[src/rtl/friscv_cache_wr_arbiter_if.sv]
// Bundle of the fill, push and cache write port signals around the data-cache
// block write arbiter. The slave modport is the arbiter's view and the master
// modport is the view of the environment that drives it.
interface friscv_cache_wr_arbiter_if #(
  parameter int AXI_ADDR_W    = 8,
  parameter int CACHE_BLOCK_W = 128
);

  logic                       fill_valid;
  logic                       fill_ready;
  logic [AXI_ADDR_W-1:0]      fill_addr;
  logic [CACHE_BLOCK_W-1:0]   fill_data;
  logic [CACHE_BLOCK_W/8-1:0] fill_strb;

  logic                       push_valid;
  logic                       push_ready;
  logic [AXI_ADDR_W-1:0]      push_addr;
  logic [CACHE_BLOCK_W-1:0]   push_data;
  logic [CACHE_BLOCK_W/8-1:0] push_strb;

  logic                       cache_wen;
  logic [AXI_ADDR_W-1:0]      cache_waddr;
  logic [CACHE_BLOCK_W-1:0]   cache_wdata;
  logic [CACHE_BLOCK_W/8-1:0] cache_wstrb;

  logic                       pending;

  modport slave (
    input  fill_valid, fill_addr, fill_data, fill_strb,
    input  push_valid, push_addr, push_data, push_strb,
    output fill_ready, push_ready,
    output cache_wen, cache_waddr, cache_wdata, cache_wstrb,
    output pending
  );

  modport master (
    output fill_valid, fill_addr, fill_data, fill_strb,
    output push_valid, push_addr, push_data, push_strb,
    input  fill_ready, push_ready,
    input  cache_wen, cache_waddr, cache_wdata, cache_wstrb,
    input  pending
  );

endinterface

[src/rtl/friscv_cache_wr_arbiter.sv]
// Arbiter for the single data-cache block write port shared by the fetcher
// (line fills, priority) and the pusher (write-through updates). A streak
// counter bounds how long a waiting push can be starved by fills, and a fill
// and a push to the same block in one cycle are merged into a single write.
module friscv_cache_wr_arbiter #(
  parameter int AXI_ADDR_W    = 8,
  parameter int CACHE_BLOCK_W = 128,
  parameter int MAX_STREAK    = 4
) (
  input logic                    aclk,
  input logic                    srst,
  friscv_cache_wr_arbiter_if.slave bus
);

  localparam int NB     = CACHE_BLOCK_W / 8;
  localparam int OFF_W  = $clog2(NB);
  localparam int SW     = $clog2(MAX_STREAK + 1);

  logic                  same_blk;
  logic                  merge;
  logic                  streak_max;
  logic                  fill_gnt;
  logic                  push_gnt;

  logic [SW-1:0]         streak_d,  streak_q;
  logic                  wen_d,     wen_q;
  logic [AXI_ADDR_W-1:0] waddr_d,   waddr_q;
  logic [CACHE_BLOCK_W-1:0] wdata_d, wdata_q;
  logic [NB-1:0]         wstrb_d,   wstrb_q;
  logic [CACHE_BLOCK_W-1:0] merge_data;

  assign same_blk   = (bus.fill_addr >> OFF_W) == (bus.push_addr >> OFF_W);
  assign merge      = bus.fill_valid && bus.push_valid && same_blk;
  assign streak_max = (streak_q == SW'(MAX_STREAK));

  // Grant decision: merge first, then fill priority unless the streak is spent
  always_comb begin
    fill_gnt = 1'b0;
    push_gnt = 1'b0;
    if (!srst) begin
      if (merge) begin
        fill_gnt = 1'b1;
        push_gnt = 1'b1;
      end else if (bus.fill_valid && bus.push_valid) begin
        if (streak_max) push_gnt = 1'b1;
        else            fill_gnt = 1'b1;
      end else begin
        fill_gnt = bus.fill_valid;
        push_gnt = bus.push_valid;
      end
    end
  end

  assign bus.fill_ready = fill_gnt;
  assign bus.push_ready = push_gnt;

  // Streak tracks fill grants taken while a push is waiting
  always_comb begin
    streak_d = streak_q;
    if (push_gnt || !bus.push_valid) begin
      streak_d = '0;
    end else if (fill_gnt && !streak_max) begin
      streak_d = streak_q + SW'(1);
    end
  end

  // Byte-wise merge where push bytes override fill bytes
  always_comb begin
    merge_data = '0;
    for (int unsigned b = 0; b < NB; b++) begin
      merge_data[b*8 +: 8] = bus.push_strb[b] ? bus.push_data[b*8 +: 8]
                                              : bus.fill_data[b*8 +: 8];
    end
  end

  // Next write port contents; address and data hold when nothing is granted
  always_comb begin
    wen_d   = 1'b0;
    wstrb_d = '0;
    waddr_d = waddr_q;
    wdata_d = wdata_q;
    if (fill_gnt && push_gnt) begin
      wen_d   = 1'b1;
      waddr_d = bus.fill_addr;
      wdata_d = merge_data;
      wstrb_d = bus.fill_strb | bus.push_strb;
    end else if (fill_gnt) begin
      wen_d   = 1'b1;
      waddr_d = bus.fill_addr;
      wdata_d = bus.fill_data;
      wstrb_d = bus.fill_strb;
    end else if (push_gnt) begin
      wen_d   = 1'b1;
      waddr_d = bus.push_addr;
      wdata_d = bus.push_data;
      wstrb_d = bus.push_strb;
    end
  end

  // Registered write port and streak counter
  always_ff @(posedge aclk) begin
    if (srst) begin
      streak_q <= '0;
      wen_q    <= 1'b0;
      waddr_q  <= '0;
      wdata_q  <= '0;
      wstrb_q  <= '0;
    end else begin
      streak_q <= streak_d;
      wen_q    <= wen_d;
      waddr_q  <= waddr_d;
      wdata_q  <= wdata_d;
      wstrb_q  <= wstrb_d;
    end
  end

  assign bus.cache_wen   = wen_q;
  assign bus.cache_waddr = waddr_q;
  assign bus.cache_wdata = wdata_q;
  assign bus.cache_wstrb = wstrb_q;
  assign bus.pending     = bus.fill_valid | bus.push_valid | wen_q;

endmodule
[src/flat_wrapper.sv]
// flat-port wrapper written by rule: the top's interface ports become plain ports
module friscv_cache_wr_arbiter_flat 
#(
  parameter int AXI_ADDR_W    = 8,
  parameter int CACHE_BLOCK_W = 128,
  parameter int MAX_STREAK    = 4
)
  (aclk, srst, bus_fill_valid, bus_fill_addr, bus_fill_data, bus_fill_strb, bus_push_valid, bus_push_addr, bus_push_data, bus_push_strb, bus_fill_ready, bus_push_ready, bus_cache_wen, bus_cache_waddr, bus_cache_wdata, bus_cache_wstrb, bus_pending);
  friscv_cache_wr_arbiter_if #(.AXI_ADDR_W(AXI_ADDR_W), .CACHE_BLOCK_W(CACHE_BLOCK_W)) bus_i ();
  input logic aclk;
  input logic srst;
  input wire logic [$bits(bus_i.fill_valid)-1:0] bus_fill_valid;
  input wire logic [$bits(bus_i.fill_addr)-1:0] bus_fill_addr;
  input wire logic [$bits(bus_i.fill_data)-1:0] bus_fill_data;
  input wire logic [$bits(bus_i.fill_strb)-1:0] bus_fill_strb;
  input wire logic [$bits(bus_i.push_valid)-1:0] bus_push_valid;
  input wire logic [$bits(bus_i.push_addr)-1:0] bus_push_addr;
  input wire logic [$bits(bus_i.push_data)-1:0] bus_push_data;
  input wire logic [$bits(bus_i.push_strb)-1:0] bus_push_strb;
  output wire logic [$bits(bus_i.fill_ready)-1:0] bus_fill_ready;
  output wire logic [$bits(bus_i.push_ready)-1:0] bus_push_ready;
  output wire logic [$bits(bus_i.cache_wen)-1:0] bus_cache_wen;
  output wire logic [$bits(bus_i.cache_waddr)-1:0] bus_cache_waddr;
  output wire logic [$bits(bus_i.cache_wdata)-1:0] bus_cache_wdata;
  output wire logic [$bits(bus_i.cache_wstrb)-1:0] bus_cache_wstrb;
  output wire logic [$bits(bus_i.pending)-1:0] bus_pending;
  assign bus_i.fill_valid = bus_fill_valid;
  assign bus_i.fill_addr = bus_fill_addr;
  assign bus_i.fill_data = bus_fill_data;
  assign bus_i.fill_strb = bus_fill_strb;
  assign bus_i.push_valid = bus_push_valid;
  assign bus_i.push_addr = bus_push_addr;
  assign bus_i.push_data = bus_push_data;
  assign bus_i.push_strb = bus_push_strb;
  assign bus_fill_ready = bus_i.fill_ready;
  assign bus_push_ready = bus_i.push_ready;
  assign bus_cache_wen = bus_i.cache_wen;
  assign bus_cache_waddr = bus_i.cache_waddr;
  assign bus_cache_wdata = bus_i.cache_wdata;
  assign bus_cache_wstrb = bus_i.cache_wstrb;
  assign bus_pending = bus_i.pending;
  friscv_cache_wr_arbiter #(.AXI_ADDR_W(AXI_ADDR_W), .CACHE_BLOCK_W(CACHE_BLOCK_W), .MAX_STREAK(MAX_STREAK)) u_core (.aclk(aclk), .srst(srst), .bus(bus_i));
endmodule
[config.mk]
export PLATFORM = sky130hd
export DESIGN_NAME = friscv_cache_wr_arbiter_flat
export DESIGN_NICKNAME = d
export VERILOG_FILES = /design/src/rtl/friscv_cache_wr_arbiter_if.sv /design/src/rtl/friscv_cache_wr_arbiter.sv /design/src/flat_wrapper.sv
export SDC_FILE = /design/constraint.sdc
export NUM_CORES = 1
export LEC_CHECK = 0
export BUFFER_PORTS_ARGS = -buffer_cell sky130_fd_sc_hd__buf_2
export CAP_MARGIN = 15
export CORE_AREA = 2 2 181 183
export DETAILED_ROUTE_END_ITERATION = 16
export DIE_AREA = 0 0 183 185
export HOLD_SLACK_MARGIN = 0.03
export SYNTH_ARGS = -nofsm -noshare
export SYNTH_HDL_FRONTEND = slang
export SYNTH_SLANG_ARGS = --single-unit
[constraint.sdc]
create_clock -name aclk -period 1.7 [get_ports aclk]
set_input_delay 0.17 -clock aclk [delete_from_list [all_inputs] [get_ports aclk]]
set_output_delay 0.17 -clock aclk [all_outputs]
set_load 0.03 [all_outputs]
==> results of run 1 <==
[critical path, cell delays in order (launching register included)]
cell and delay (ps):
dfxtp_2 320, inv_2 60, ha_4 150, nand3_2 70, and2_4 170, a21oi_4 140
inv_2 60, buf_6 130, buf_6 130
[kinds of logic after synthesis]
kind of cell    after synthesis  share of synthesized area (%)
simple gates                683                          32.82
mux                           1                         0.1054
compound gates              284                          26.13
xor+xnor                      4                         0.3690
buf+inv                     126                          7.419
flops                       156                          32.89
fa+ha+maj                     2                         0.2635
[flip-flops by register name (all words and copies together) (netlist names)]
name                    cells
u_core.streak_q             3
u_core.bus.cache_wdata    128
u_core.bus.cache_wen        1
u_core.bus.cache_wstrb     16
u_core.bus.cache_waddr      8
[cell usage in the layout, fill, tap and decap left out, drive strengths merged, types with 2 or more instances in the layout]
master       Yosys  routed
nor2           276     276
nand3            3       3
clkinv           1       6
a211oi         128     128
bufinv           0       4
xnor2            4       4
diode            0       5
nand2          131     131
and3             2       2
nor4             5       5
o311a          127     127
nor2b          128     128
clkbuf          69      24
inv              3       4
nor3           132     132
dfxtp          156     156
a21oi            4       4
or2              2       2
buf             53     553
dlygate4sd3      0     118
ha               2       2
a2111oi          5       5
a22o            16      16
[power groups by stage]
stage / clock network [mW] / logic, mW / registers (mW)
after floorplan: 0 / 1.19 / 4.62
after global placement: 0 / 2.78 / 4.12
after detailed placement: 0 / 2.83 / 4.13
after CTS: 4.28 / 3.11 / 4.05
after global routing: 4.40 / 3.51 / 4.07
final: 4.18 / 3.28 / 4.05
[path summary, 6_finish.rpt]
check                                  from                           to  cells after the start
hold reg to reg   u_core.bus.cache_waddr[1]    u_core.bus.cache_waddr[1]                      2
setup reg to reg         u_core.streak_q[0]  u_core.bus.cache_wdata[101]                     10
hold / removal           bus_push_data[104]  u_core.bus.cache_wdata[104]                      3
setup / recovery         u_core.streak_q[0]               bus_fill_ready                      8
[layout make-up]
class	instances	area [um2]	area share, %
Tap cell	408	510.5	3.387
Clock inverter	11	168.9	1.121
Inverter	4	15.01	0.09962
Antenna cell	5	12.51	0.08301
Clock buffer	19	442.9	2.939
Timing Repair Buffer	676	4743	31.47
Multi-Input combinational cell	974	6053	40.16
Sequential cell	156	3126	20.74
[per-layer routing]
layer	up-vias	share of wire (%)	track usage, %
li1	5715	-	-
met1	5752	40	25.64
met2	540	49	37.89
met3	111	7.2	5.741
met4	0	4.3	13.28
met5	-	0	0
[what timing repair did]
item,CTS,global route
setup buffers,8,2
pin swaps,7,32
cloned,0,6
hold endpoints to repair,117,1
hold buffers,117,1
gates resized for setup,36,81
setup endpoints to repair,153,156
[per-stage QoR]
step                      total power, mW  utilization, %  cells
after detailed placement            6.959           39.17   2084
after global routing                11.99           47.02   2251
after floorplan                     5.810               -   1256
final                               11.51           47.04   2253
after CTS                           11.44           45.36   2239
after global placement              6.905           39.17   2084
==> flow_metrics.tcl, run 1 <==
set metrics [dict create \
    maxCapViolations 0 \
    period_minus_slack_ps 1846 \
    pwr-share-seq_pct 35.2 \
    netlist_area_mm2 0.009494 \
    synth_ff_type "dfxtp_1" \
    grt_pass1_wl_mm 60.49 \
    fin_worst_hold_slack_ps 35.09 \
    cts_buffer_depth 2 \
    max_slew_margin_pct 19.62 \
    synth_edf_count 0 \
    die_width_um 183 \
    synthCells 1256 \
    die_y_um 185 \
    dpl_worst_slack_ps -148.7 \
    synth_top_cell_area_share_pct 32.89 \
    leakage_nw 6.586 \
    clkTransAtPathRegs_ps 70 \
    htree_levels 4 \
    cp.arrival_ps 1680 \
    setup_viol 119 \
    core_area_mm2 0.03204 \
    io-pin-count 464 \
    viasPerCell 5.379 \
    clock_tree.root_cell "clkbuf_16" \
    clkPwrFrac_pct 36.3 \
    ir_worst_vdd_mv 0.6518 \
    fillers 3112 \
    gr-total-overflow 0 \
    tightest_slew_ps 1206 \
    finalMaxSlewViolations 0 \
    skew_ps 10.84 \
    die-area_mm2 0.03386 \
    place_area_mm2 0.01255 \
    avgSynthCellArea_um2 7.559 \
    p_sw_mw 3.667 \
    grtUsageTotal_pct 22.43 \
    initial_core_util_pct 29.63 \
    via_count 12118 \
    routed_wl_mm 41.23 \
    p_comb_share_pct 28.5 \
    cts-buffers-inserted 17 \
    place_congestion 0.8233 \
    fmax_mhz 541.8 \
    floorplan.rows 66 \
    first_iter_violations 578 \
    rsz0062_at_grt "true" \
    cts_tree "yes" \
    violations "negative setup slack" \
    hp-class "primary input to flip-flop" \
    async_flop_share_pct 0 \
    post_drt_wl_per_cell_um 18.30 \
    hold_violations 0 \
    swShare_pct 31.86 \
    ant_nets 0 \
    area_growth_syn_to_layout_pct 58.75 \
    cp.required_ps 1530 \
    fin_crit_sh_pct 108.6 \
    first_pass_iters 5 \
    worstPathMaxFanout 2 \
    synth_area_leader_cell "dfxtp_1" \
    start_kind "flip-flop" \
    layout_setup_ws_ps -145.8 \
    tns_ps -7140 \
    p_per_area_mw_per_mm2 763.7 \
    antenna_found_initial 3 \
    design_area_mm2 0.01507 \
    fin_nets 2139 \
    drc 0 \
    internal-power_mw 7.843 \
    run_status "finished, violations left" \
    clk_latency_ps 440 \
    r2r_slack_ps -140 \
    port_buffers 463 \
    cts.sinks 156 \
    grt_max_degree 107 \
    syn_nets 1566 \
    hpwl_mm 27.46 \
    synth_most_common_cell "nor2_1" \
    synth_cell_types 41 \
    grt_pass1_vias 11784 \
    drive_gt1_share_pct 36.68 \
    crit_type "flip-flop to output pin" \
    synth_area_leaders "dfxtp_1, o311a_1, nor2_1, a211oi_1, nor2b_1" \
    synth_seq_area_share_pct 32.89 \
    synth_seq_cells 156 \
    end_kind "output pin" \
    synthTopCellsByCount "nor2_1, dfxtp_1, nand2_1" \
    ys.warnings.count 0 \
]
Power figures use the tool's default switching activity.
==> inputs of run 2 (changes only) <==
--- a/config.mk
+++ b/config.mk
@@ -8,9 +8,11 @@
 export BUFFER_PORTS_ARGS = -buffer_cell sky130_fd_sc_hd__buf_2
 export CAP_MARGIN = 15
 export CORE_AREA = 2 2 181 183
+export CTS_CLUSTER_DIAMETER = 200
 export DETAILED_ROUTE_END_ITERATION = 16
 export DIE_AREA = 0 0 183 185
 export HOLD_SLACK_MARGIN = 0.03
+export SKIP_LAST_GASP = 1
 export SYNTH_ARGS = -nofsm -noshare
 export SYNTH_HDL_FRONTEND = slang
 export SYNTH_SLANG_ARGS = --single-unit
==> run 2 against run 1 <==
The run still ends with negative setup slack left. Clock skew about the same. Non-clock buffer count up 10. Routed wire length up 4.8%. Sequential power about the same. First-iteration DRC count up 18%. Worst setup slack worse by 17 ps. Cell count up 0.53%. Flip-flop and latch count unchanged. Register-to-register slack worse by 20 ps. Critical path type is now flip-flop to flip-flop. Largest power group unchanged.
==> flow_metrics.tcl, run 2 (same netlist as run 1, synthesis figures left out) <==
set metrics [dict create \
    internal-power_mw 7.889 \
    maxCapViolations 0 \
    core_area_mm2 0.03204 \
    r2r_slack_ps -160 \
    skew_ps 10.57 \
    met2_usage_pct 37.82 \
    first_pass_iters 5 \
    hpwl_mm 27.46 \
    dpl_worst_slack_ps -148.7 \
    port_buffers 463 \
    cp.arrival_ps 2230 \
    cp.required_ps 2060 \
    hp-class "primary input to flip-flop" \
    cts.sinks 156 \
    layout_common_cells "buf_2, nor2_1, dfxtp_1" \
    htree_levels 4 \
    via_count 12213 \
    swShare_pct 31.97 \
    clock_tree.root_cell "clkbuf_16" \
    period_minus_slack_ps 1863 \
    io-pin-count 464 \
    crit_type "flip-flop to flip-flop" \
    finalMaxSlewViolations 0 \
    clk_latency_ps 440 \
    max_slew_margin_pct 24.40 \
    post_drt_wl_per_cell_um 19.07 \
    grt_use_met3_pct 5.702 \
    fin_crit_sh_pct 109.6 \
    leakage_nw 6.756 \
    die_y_um 185 \
    clkPwrFrac_pct 36.0 \
    hold_violations 0 \
    drive_gt1_share_pct 36.88 \
    p_comb_share_pct 29.0 \
    tns_ps -6941 \
    end_kind "flip-flop" \
    ant_nets 0 \
    gr-total-overflow 0 \
    violations "negative setup slack" \
    setup_viol 121 \
    layout_commonest_cell "buf_2" \
    first_iter_violations 682 \
    initial_core_util_pct 29.63 \
    grt_pass1_wl_mm 60.37 \
    place_congestion 0.8233 \
    drc 0 \
    floorplan.rows 66 \
    grt_max_degree 107 \
    p_per_area_mw_per_mm2 756.7 \
    fin_nets 2151 \
    ir_worst_vdd_mv 0.6535 \
    fmax_mhz 536.9 \
    cts_tree "yes" \
    p_sw_mw 3.707 \
    pwr-share-seq_pct 34.9 \
    die_width_um 183 \
    routed_wl_mm 43.18 \
    grt.busiest_layer "met2" \
    antenna_found_initial 3 \
    grtUsageTotal_pct 22.39 \
    rsz0062_at_grt "true" \
    layout_setup_ws_ps -162.6 \
    cts_buffer_depth 2 \
    cts-buffers-inserted 17 \
    area_growth_syn_to_layout_pct 61.41 \
    viasPerCell 5.392 \
    largest_reg_flops 128 \
    die-area_mm2 0.03386 \
    start_kind "flip-flop" \
    worstPathMaxFanout 10 \
    fin_worst_hold_slack_ps 40.02 \
    gr-usage-met1_pct 25.65 \
    grt_pass1_vias 11762 \
    clkTransAtPathRegs_ps 70 \
    run_status "finished, violations left" \
    tightest_slew_ps 1134 \
]
==> run 2: final timing paths <==
path                             startpoint  cells after the start                           to
hold reg to reg   u_core.bus.cache_waddr[1]                      2    u_core.bus.cache_waddr[1]
setup reg to reg         u_core.streak_q[0]                     10  u_core.bus.cache_wdata[101]
hold / removal           bus_push_data[104]                      3  u_core.bus.cache_wdata[104]
setup / recovery         u_core.streak_q[0]                     10  u_core.bus.cache_wdata[101]
==> run 2: layer usage <==
metal / up-vias / routed length, um
met3: 113 / 3096
met5: - / 0
met2: 547 / 21090
li1: 5744 / -
met1: 5809 / 17190
met4: 0 / 1807
==> run 2: layout make-up <==
cell class / count / area (um2)
Fill cell: 3097 / 16720
Timing Repair Buffer: 686 / 4966
Tap cell: 408 / 510.5
Antenna cell: 5 / 12.51
Sequential cell: 156 / 3126
Multi-Input combinational cell: 976 / 6083
Clock buffer: 19 / 442.9
Inverter: 4 / 15.01
Clock inverter: 11 / 168.9
==> run 2: metrics by stage <==
stage,instances,instance area (um2),power [mW],utilization (%)
2_1_floorplan,1256,9500,5.810,-
3_3_place_gp,2084,12550,6.905,39.17
3_5_place_dp,2084,12550,6.959,39.17
4_1_cts,2237,14490,11.43,45.22
5_1_grt,2263,15320,12.07,47.81
6_report,2265,15320,11.60,47.83
==> run 2: what timing repair did <==
action / CTS / global route
buffers inserted: 8 / 6
resized for setup: 32 / 88
hold buffers: 115 / 0
cloned: 0 / 19
hold endpoints to repair: 115 / 0
pin swaps: 7 / 59
endpoints found under the setup margin: 153 / 156
==> run 2: critical path: stages, from the launching register on <==
cell and delay [ps]:
dfxtp_2 330, inv_2 50, ha_4 160, nand3_2 70, and2_4 180, buf_12 150, buf_12 160, buf_12 150
nor2_1 50, o311a_1 310, nor3_2 170
==> run 2: power groups by stage <==
| stage | Combinational, mW | Clock [mW] | Sequential [mW] |
|---|---|---|---|
| floorplan | 1.19 | 0 | 4.62 |
| global placement | 2.78 | 0 | 4.12 |
| detailed placement | 2.83 | 0 | 4.13 |
| CTS | 3.10 | 4.28 | 4.05 |
| global route | 3.59 | 4.40 | 4.07 |
| finish | 3.37 | 4.18 | 4.05 |
